$ cat config.mk
export PLATFORM = sky130hd
export DESIGN_NAME = thrd_pc_file
export DESIGN_NICKNAME = d
export VERILOG_FILES = /design/src/rtl/thread_pkg.sv /design/src/rtl/thrd_pc_file.sv
export SDC_FILE = /design/constraint.sdc
export NUM_CORES = 1
export LEC_CHECK = 0
export CAP_MARGIN = 25
export CORE_MARGIN = 2
export CORE_UTILIZATION = 40
export DETAILED_ROUTE_END_ITERATION = 16
export HOLD_SLACK_MARGIN = 0.06
export MAX_ROUTING_LAYER = met4
export PLACE_DENSITY = 0.71
export SETUP_SLACK_MARGIN = 0.02
export SYNTH_ARGS = -nofsm -noshare
export SYNTH_HDL_FRONTEND = slang
export SYNTH_SLANG_ARGS = --single-unit
$ cat constraint.sdc
create_clock -name clk -period 2.4 [get_ports clk]
set_input_delay 0.72 -clock clk [delete_from_list [all_inputs] [get_ports clk]]
set_output_delay 0.72 -clock clk [all_outputs]
set_load 0.01 [all_outputs]
$ cat src/rtl/thread_pkg.sv
// Shared types and constants for the per-thread PC file in the IF stage.
package thread_pkg;

  localparam int NUM_THRD = 8;
  localparam int THRD_W   = $clog2(NUM_THRD);
  localparam int PC_W     = 32;
  localparam int PERF_W   = 16;

  localparam logic [PC_W-1:0] RST_PC = 32'h0000_0000;
  localparam logic [PC_W-1:0] PC_INC = 32'd4;

  typedef logic [THRD_W-1:0] thrd_id_t;
  typedef logic [PC_W-1:0]   pc_t;
  typedef logic [PERF_W-1:0] perf_cnt_t;

endpackage : thread_pkg

$ cat src/rtl/thrd_pc_file.sv
// Per-thread program-counter table and fetch-request issuer.
// Each cycle the thread picked by thread_ctrl is looked up. If that thread is
// valid and running, a fetch request is registered toward imem and the PC is
// advanced. EX redirects and thread creation overwrite PCs. A held request is
// dropped when its thread is redirected, killed or put to sleep.
// Optional feature: define THRD_PC_PERF_EN to add per-thread saturating
// counters of accepted fetches, read through perf_sel/perf_cnt.
module thrd_pc_file
  import thread_pkg::*;
(
  input  logic                clk,
  input  logic                rst,
  input  thrd_id_t            cur_thrd,
  input  logic [NUM_THRD-1:0] valid_thrd,
  input  logic [NUM_THRD-1:0] run_thrd,
  input  logic                stall,
  input  logic                new_vld,
  input  thrd_id_t            new_thrd,
  input  pc_t                 new_pc,
  input  logic                redir_vld,
  input  thrd_id_t            redir_thrd,
  input  pc_t                 redir_pc,
  output logic                fetch_vld,
  output pc_t                 fetch_pc,
  output thrd_id_t            fetch_thrd,
  input  logic                fetch_rdy,
  output logic                pc_err
`ifdef THRD_PC_PERF_EN
  ,
  input  thrd_id_t            perf_sel,
  output perf_cnt_t           perf_cnt
`endif
);

  pc_t      pc_q [NUM_THRD];
  pc_t      pc_d [NUM_THRD];
  logic     fetch_vld_q, fetch_vld_d;
  pc_t      fetch_pc_q, fetch_pc_d;
  thrd_id_t fetch_thrd_q, fetch_thrd_d;
  logic     pc_err_q, pc_err_d;

  logic free;
  logic accept;
  logic held;
  logic issue;
  logic squash;
  logic redir_ok;

  // Handshake qualifiers and the issue / squash decisions for this cycle.
  always_comb begin
    free     = !fetch_vld_q || fetch_rdy;
    accept   = fetch_vld_q && fetch_rdy;
    held     = fetch_vld_q && !fetch_rdy;
    // A redirect of the selected thread blocks its issue: the PC is about to change.
    issue    = !stall && free && valid_thrd[cur_thrd] && run_thrd[cur_thrd]
               && !(redir_vld && (redir_thrd == cur_thrd));
    squash   = held && ((redir_vld && (redir_thrd == fetch_thrd_q))
                        || !valid_thrd[fetch_thrd_q]
                        || !run_thrd[fetch_thrd_q]);
    // Redirects to dead threads are dropped (and flagged below).
    redir_ok = redir_vld && valid_thrd[redir_thrd];
  end

  // Next state of the registered fetch request: issue, drain, squash or hold.
  always_comb begin
    // NOTE: every output of a combinational block gets a default first so no latch is inferred.
    fetch_vld_d  = fetch_vld_q;
    fetch_pc_d   = fetch_pc_q;
    fetch_thrd_d = fetch_thrd_q;
    if (issue) begin
      fetch_vld_d  = 1'b1;
      fetch_pc_d   = pc_q[cur_thrd];
      fetch_thrd_d = cur_thrd;
    end else if (free || squash) begin
      fetch_vld_d  = 1'b0;
    end
  end

  // Per-entry PC write mux, priority redirect > create > issue increment.
  always_comb begin
    for (int i = 0; i < NUM_THRD; i++) begin
      pc_d[i] = pc_q[i];
      if (redir_ok && (redir_thrd == thrd_id_t'(i))) begin
        pc_d[i] = redir_pc;
      end else if (new_vld && (new_thrd == thrd_id_t'(i))) begin
        pc_d[i] = new_pc;
      end else if (issue && (cur_thrd == thrd_id_t'(i))) begin
        pc_d[i] = pc_q[i] + PC_INC;
      end
    end
  end

  // Sticky protocol error from thread_ctrl / EX misuse.
  always_comb begin
    pc_err_d = pc_err_q
             | (new_vld && valid_thrd[new_thrd])
             | (new_vld && redir_vld && (new_thrd == redir_thrd))
             | (redir_vld && !valid_thrd[redir_thrd]);
  end

  // State registers with synchronous reset.
  always_ff @(posedge clk) begin
    // NOTE: sequential state uses non-blocking assignments so all flops update from pre-edge values.
    if (rst) begin
      // NOTE: the PC table is a flop array, not a RAM, so every entry can and must be reset.
      for (int i = 0; i < NUM_THRD; i++) pc_q[i] <= RST_PC;
      fetch_vld_q  <= 1'b0;
      fetch_pc_q   <= '0;
      fetch_thrd_q <= '0;
      pc_err_q     <= 1'b0;
    end else begin
      for (int i = 0; i < NUM_THRD; i++) pc_q[i] <= pc_d[i];
      fetch_vld_q  <= fetch_vld_d;
      fetch_pc_q   <= fetch_pc_d;
      fetch_thrd_q <= fetch_thrd_d;
      pc_err_q     <= pc_err_d;
    end
  end

  assign fetch_vld  = fetch_vld_q;
  assign fetch_pc   = fetch_pc_q;
  assign fetch_thrd = fetch_thrd_q;
  assign pc_err     = pc_err_q;

`ifdef THRD_PC_PERF_EN
  perf_cnt_t cnt_q [NUM_THRD];
  perf_cnt_t cnt_d [NUM_THRD];

  // Saturating accepted-fetch counters; a thread create clears its counter.
  always_comb begin
    for (int i = 0; i < NUM_THRD; i++) begin
      cnt_d[i] = cnt_q[i];
      if (new_vld && (new_thrd == thrd_id_t'(i))) begin
        cnt_d[i] = '0;
      end else if (accept && (fetch_thrd_q == thrd_id_t'(i)) && (cnt_q[i] != '1)) begin
        cnt_d[i] = cnt_q[i] + perf_cnt_t'(1);
      end
    end
  end

  // Counter registers.
  always_ff @(posedge clk) begin
    if (rst) begin
      for (int i = 0; i < NUM_THRD; i++) cnt_q[i] <= '0;
    end else begin
      for (int i = 0; i < NUM_THRD; i++) cnt_q[i] <= cnt_d[i];
    end
  end

  assign perf_cnt = cnt_q[perf_sel];
`endif

endmodule : thrd_pc_file

Word-level counts from Yosys, hierarchy flattened
Memories as Yosys holds them, arrays and structs flattened. A register that Yosys moved wholly into a read port is not among the register bits.
Index checks and enable logic that the tools add are counted.
{ "op_classes": {"addsub": 8, "multipliers": 0, "div": 0, "order_cmp": 4, "n_eq_ne": 24, "shifts": 0, "mux": 49, "bitwise_logic": 11, "n_reduce_logical": 52} }
{ "op_table": {"columns": ["operator", "n"], "rows": [
  ["$mux 32", 32],
  ["$add 32x3->32 const B", 8],
  ["$logic_and 1x1->1", 37],
  ["$eq 3x3->1 const B", 12],
  ["$bmux 1 s3", 6],
  ["$eq 3x2->1 const B", 6],
  ["$lt 3x4->1 const B", 4],
  ["$mux 1", 11],
  ["$or 1x1->1", 11],
  ["$eq 3x1->1 const B", 3],
  ["$eq 3x3->1", 3],
  ["$logic_not 3->1", 3],
  ["$logic_not 1->1", 7],
  ["$logic_or 1x1->1", 4],
  ["$reduce_bool 2->1", 1]
]} }
{ "word_totals": {"reg_bits": 5, "latchBits": 0, "mem_bits_rw": 256, "mem_bits_ro": 0, "input_bits": 95, "n_memories": 1} }
{ "mem_list": {"columns": ["name", "words", "word_bits", "rd", "rd_clocked_by_memory_dff", "write_ports", "line", "source"], "rows": [
  ["pc_q", 8, 32, 9, 1, 8, "thrd_pc_file.sv:35", "pc_t pc_q [NUM_THRD];"]
]} }

Logic depth before layout (Yosys ltp)
Gate-level depths: netlist (run 1).
{ "logic_depth": {"word_depth": 11, "mapped_depth": 11, "depth_no_buf": 7} }

Worst setup path after synthesis (run 1)
No wires, ideal clock.
{ "synth_path": {"path_type": "input to register", "startpoint": "in redir_thrd[0]", "endpoint": "mem pc_q[6][28] in the netlist's numbering", "setup_time_ns": 0.086, "arrival_ns": 2.386, "setup_slack_ns": -0.072, "path_stages": 9, "path_buffers": 3, "cell_sequence": "buf_2 xnor2_1 and4_1 buf_4 nor4_4 buf_6 nand3_1 xor2_1 a221oi_2"} }
{ "synth_rtl": {"columns": ["item", "line", "source"], "rows": [
  ["start: declaration", "thrd_pc_file.sv:21", "input thrd_id_t redir_thrd,"],
  ["end: declaration", "thrd_pc_file.sv:35", null]
]} }

Final worst setup path (run 1)
{ "layout_path": {"startpoint": "reg fetch_thrd_q[2], in the netlist fetch_thrd[2]", "endpoint": "out fetch_thrd[2]"} }
{ "layout_rtl": {"columns": ["item", "line", "source"], "rows": [
  ["start: declaration", "thrd_pc_file.sv:39", "thrd_id_t fetch_thrd_q, fetch_thrd_d;"],
  ["start signal: assignment", "thrd_pc_file.sv:115", "fetch_thrd_q <= fetch_thrd_d;"],
  ["end: declaration", "thrd_pc_file.sv:25", "output thrd_id_t fetch_thrd,"]
]} }
No word-level cell between the ends.

==> reports/metrics.cfg, run 1 <==
[outcome]
outcome=complete, no violations

[die]
die_x_um=232
rows=83
core_mm2=0.0514
die_h_um=232
start_util=0.406
ios=132
design.die.area_mm2=0.0540

[logic_synthesis]
synthFlopType=dfxtp_1
yosysSeqAreaShare=0.281
async_reset_ff_frac=0
synth.distinct_cells=83
synth_area_per_cell_um2=7.78
synth_edf_count=0
syn_nets=2785
ys_ff_latch=293
yosys_warnings=0
synthCells=2682
syn_area_mm2=0.0209

[setup_path]
crit_path_end_kind=primary output
path_cells=clkdlybuf4s50_1
cp-start-kind=flip-flop
crit_type=flip-flop to primary output
path_buf_inv=1
r2r_slack_ns=0.13
slowest_delay_ns=0.59
cp_slowest_cell=clkdlybuf4s50_1
arrival_ns=1.63
critical-path-top-delay-family=buffers and inverters
critPathRequiredTime_ns=1.68
worstPathMaxFanout=3

[clock_network]
holdBufCountCts=0
root_buffer=clkbuf_16
tritoncts=built
cts_made_buffers=38
ctsLongestPathBuffers=3
path_clk_slew_ns=0.06
htreeDepth=2
clock-sinks=293
clk_latency_ns=0.58

[timing]
period_share=0.980
slew_headroom=0.526
max_freq_mhz=425
fin_crit_ns=2.35
worst_slew_pin_slew_ns=0.709
slew_violations=0
hold_slack_ns=0.454
grt_setup_unrepaired=true
clock_skew_ns=0.0356
hold_viol=0
setup-violations-final=0

[placed_design]
port_buffers=131
dpl.cell_count=3690
hpwlAfterDp_mm=76.5
gp_congestion=1.04

[global_routing]
grt_pass1_vias=22800
grt_max_degree=75
grtUsageTotal=0.372
grt_pass1_wl_mm=147
grt_overflow=0
grt_antenna_before_repair=0

[pwr]
power.density_mw_per_mm2=503
p_leak_nw=9.87
ir_drop_v=0.000451

[run]
maxCapViolCount=0

[layout]
utilization=0.537
final_cells=3771
final_cell_mix=buf_4 (408), nand2_1 (340), dfxtp_1 (292)
nFillCells=4896
layout_commonest_cell=buf_4
synthToLayoutAreaGrowth_pct=32.3
layout-drive-gt1-share=0.222
nNetsFinal=3167

[route]
post_drt_wl_per_cell_um=26.5
drc=0
drt_wl_total_mm=99.8
dr.pass1.iters=5
via_per_inst=6.49
drtAntennaViolNets=0
vias=24500
drtIter0Drc=2901

[worst_hold_path]
hold_path.class=input port to flip-flop

power breakdown:
part | switching (mW) | internal (mW) | total [mW]
clock | 2.43 | 3.51 | 5.93
sequential | 0.307 | 5.10 | 5.40
combinational | 1.40 | 1.14 | 2.54
total | 4.13 | 9.74 | 13.9
kinds of logic after synthesis:
kind of cell	after synthesis	share of synthesized area
adders and majority gates	8	0.00480
DFF	293	0.281
xor gates and xnor gates	193	0.0810
and+or+nand+nor	1179	0.284
buffers and inverters	285	0.0577
muxes	84	0.0811
AOI/OAI and AO/OA	640	0.211
what timing repair did:
action                                  4_1_cts  5_1_grt
gates resized for setup                      25       51
buffers inserted                              3        9
pin swaps                                     4       13
gates cloned                                  0        2
endpoints found under the setup margin      127      130
hold endpoints to repair                      0        0
cell usage after synthesis, types with 7 or more instances:
master / count / area, um^2
nand2_1: 340 / 1280
dfxtp_1: 293 / 5870
nor2_1: 293 / 1100
clkbuf_1: 171 / 642
o21ai_0: 143 / 716
nand3_1: 140 / 701
xnor2_1: 121 / 1060
a21oi_1: 120 / 601
a211oi_1: 106 / 796
nor3_1: 106 / 531
nand4_1: 92 / 576
xor2_1: 72 / 631
mux4_2: 68 / 1530
buf_2: 63 / 315
and3_1: 55 / 344
a221oi_1: 54 / 473
a311oi_1: 52 / 455
and4_1: 29 / 254
inv_1: 27 / 101
a31oi_1: 25 / 156
and2_1: 20 / 125
o211ai_1: 19 / 143
nor4_1: 17 / 106
o22ai_1: 17 / 106
mux2i_1: 15 / 150
a22oi_1: 13 / 97.6
or3_1: 13 / 81.3
o32ai_1: 11 / 96.3
buf_4: 9 / 67.6
nand4b_1: 9 / 78.8
nor4_4: 9 / 191
a221o_1: 8 / 80.1
buf_1: 8 / 30.0
ha_1: 8 / 100
nor3_2: 8 / 80.1
o31ai_1: 8 / 60.1
a221oi_2: 7 / 105
or4_1: 7 / 52.6
through the flow:
stage	power [mW]	setup TNS [ns]	setup slack, ns	cell area [um^2]
floorplan	6.61	-0.0195	-0.0132	20900
global placement	7.89	-147.51	-0.868	26000
detailed placement	7.93	-151.46	-0.802	26000
CTS	13.8	0	0.0225	27300
global route	14.3	0	0.00436	27600
finish	13.9	0	0.0477	27600
worst paths after layout:
| check | cells past startpoint | endpoint | startpoint |
|---|---|---|---|
| worst min-delay path | 2 | pc_q[3][13] | rst |
| worst max-delay path | 1 | fetch_thrd[2] | fetch_thrd[2] |
| worst max register to register | 6 | pc_q[7][22] | pc_q[7][5] |
| worst min register to register | 2 | pc_q[1][0] | pc_q[1][0] |
final cells by class:
cell class              count  area (um^2)  area share
diodes                      1         2.50   0.0000906
inverters                  29          116     0.00421
multi-input cells        2104        14100       0.509
clock buffers              52         1050      0.0381
repair buffers            598         5460       0.198
well taps                 680          851      0.0308
flip-flops and latches    293         5870       0.213
clock inverters            14          191     0.00693
sequential cells by signal, summed over array words and instances, names as in the netlist:
name        count
fetch_thrd      3
fetch_vld       1
fetch_pc       32
pc_q          256
pc_err          1
layer usage:
layer	share of wire	global-route usage
met1	0.42	0.488
met2	0.44	0.551
met3	0.090	0.0569
met4	0.058	0.196
met5	0	-
Power figures use the tool's default switching activity.
==> run 2, diff against run 1 <==
Settings changed: SKIP_CTS_REPAIR_TIMING set to 1.
==> run 2 against run 1 <==
First-iteration DRC count decreased by 3.1%. Critical path depth rose by 8. Die area is the same. Fmax decreased by 0.29%. Clock power barely moved. Cell count unchanged. Sequential power about the same. Via count down 0.85%. Cell area is essentially flat. Hold slack worse by 0.0019 ns. Combinational power barely moved. Utilization increased by 0.051 points.
==> reports/metrics.cfg, run 2 (synthesized netlist as in run 1, its figures left out) <==
[layout]
final_cell_mix=buf_4 (409), nand2_1 (340), dfxtp_1 (292)
final_cell_area_mm2=0.0276  ; about the same
seq_area_mm2=0.00587  ; unchanged
nNetsFinal=3167  ; unchanged
layout-drive-gt1-share=0.225  ; +0.00227
layout_commonest_cell=buf_4
regMostFlops=pc_q
largest_register_ffs=256  ; unchanged
multi_input_area_mm2=0.0141  ; +0.19%
synthToLayoutAreaGrowth_pct=32.5  ; about the same
nFillCells=4880  ; -0.33%

[global_routing]
grt_max_degree=75  ; unchanged
grt_antenna_before_repair=0  ; unchanged
grtUsageTotal=0.371  ; -0.000540
grt_pass1_wl_mm=147  ; -0.15%
grt_overflow=0  ; unchanged
grt_pass1_vias=22700  ; -0.19%

[setup_path]
path_buf_inv=3  ; +2
cp-start-kind=input port
path_cells=clkdlybuf4s50_1 > nand4b_1 > buf_4 > nor4_4 > and4_1 > buf_6 > nand4_1 > xor2_1 > a221oi_1
worstPathMaxFanout=7  ; +4
crit_type=input port to flip-flop
arrival_ns=2.83  ; +1.20 ns
cp_slowest_cell=clkdlybuf4s50_1
critical-path-top-delay-family=simple AND/OR/NAND/NOR gates
crit_path_end_kind=flip-flop
slowest_delay_ns=0.48  ; -0.11 ns
critPathRequiredTime_ns=2.87  ; +1.19 ns

[clock_network]
clock-sinks=293  ; unchanged
tritoncts=built
clk_latency_ns=0.58  ; about the same
cts_made_buffers=38  ; unchanged
root_buffer=clkbuf_16
path_clk_slew_ns=0.06  ; about the same
ctsLongestPathBuffers=3  ; unchanged
htreeDepth=2  ; unchanged

[route]
vias=24300  ; -0.85%
drtIter0Drc=2811  ; -3.1%
dr.pass1.iters=5  ; unchanged
post_drt_wl_per_cell_um=26.4  ; -0.30%
drc=0  ; unchanged
drt_wl_total_mm=99.5  ; -0.30%
via_per_inst=6.44  ; -0.85%
drtAntennaViolNets=0  ; unchanged

[die]
die_x_um=232  ; unchanged
start_util=0.406  ; unchanged
ios=132  ; unchanged
rows=83  ; unchanged
core_mm2=0.0514  ; unchanged
design.die.area_mm2=0.0540  ; unchanged
die_h_um=232  ; unchanged

[worst_hold_path]
hold_path.class=input port to flip-flop

[placed_design]
port_buffers=131  ; unchanged
dpl_cell_area_mm2=0.0260  ; unchanged
gp_congestion=1.04  ; unchanged
hpwlAfterDp_mm=76.5  ; unchanged

[pwr]
p_leak_nw=9.88  ; +0.11%
power.density_mw_per_mm2=501  ; -0.23%
ir_drop_v=0.000450  ; -0.19%

[timing]
worst_slew_pin_slew_ns=0.708  ; -0.000432 ns
hold_slack_ns=0.452  ; -0.00191 ns
hold_viol=0  ; unchanged
fin_crit_ns=2.36  ; +0.00689 ns
period_share=0.983  ; +0.00287
slew_headroom=0.526  ; about the same
setup-violations-final=0  ; unchanged
slew_violations=0  ; unchanged
max_freq_mhz=424  ; -0.29%
clock_skew_ns=0.0312  ; -0.00438 ns

[run]
maxCapViolCount=0  ; unchanged

[outcome]
outcome=complete, no violations

-- run 2: layer usage --
metal	up-vias	routed length, um	GRT usage
met1	11700	41200	0.487
met4	0	6020	0.202
met5	-	0	-
met3	342	8870	0.0575
li1	10800	-	-
met2	1436	43400	0.547
-- run 2: worst register-to-register path: stages, from the launching register on --
cell,delay [ns]
dfxtp_1,0.48
nand4_2,0.27
nor4_4,0.43
and4_1,0.43
nand4_1,0.18
xor2_1,0.19
a221oi_1,0.23
-- run 2: path summary, 6_finish.rpt --
path                 startpoint           to  slack, ns  cells after the start
setup / recovery  valid_thrd[5]  pc_q[5][25]       0.04                      9
hold / removal              rst  pc_q[3][13]       0.45                      2
setup reg to reg     pc_q[7][5]  pc_q[7][22]       0.12                      6
hold reg to reg      pc_q[6][0]   pc_q[6][0]       0.49                      2
-- run 2: cell type report --
| cell class | count | area share |
|---|---|---|
| antenna | 1 | 0.0000905 |
| clock buffer | 52 | 0.0381 |
| clock inverter | 14 | 0.00693 |
| inverter | 29 | 0.00421 |
| multi-input combinational | 2104 | 0.510 |
| sequential | 293 | 0.212 |
| tap | 680 | 0.0308 |
| timing repair buffer | 598 | 0.198 |
-- run 2: per-stage QoR --
step	TNS (ns)	std cells	total power [mW]	setup WS, ns	utilization
floorplan	-0.0195	2682	6.61	-0.0132	-
CTS	-6.34	3756	13.8	-0.248	0.530
detailed placement	-151.46	3690	7.93	-0.802	0.505
finish	0	3771	13.9	0.0408	0.538
global placement	-147.51	3690	7.89	-0.868	0.505
global route	-0.0351	3770	14.3	-0.0113	0.538
-- run 2: report_power, final --
group | switching (mW) | internal [mW] | total, mW
clock network | 2.41 | 3.51 | 5.92
logic | 1.40 | 1.14 | 2.54
registers | 0.306 | 5.10 | 5.40
total | 4.12 | 9.74 | 13.9
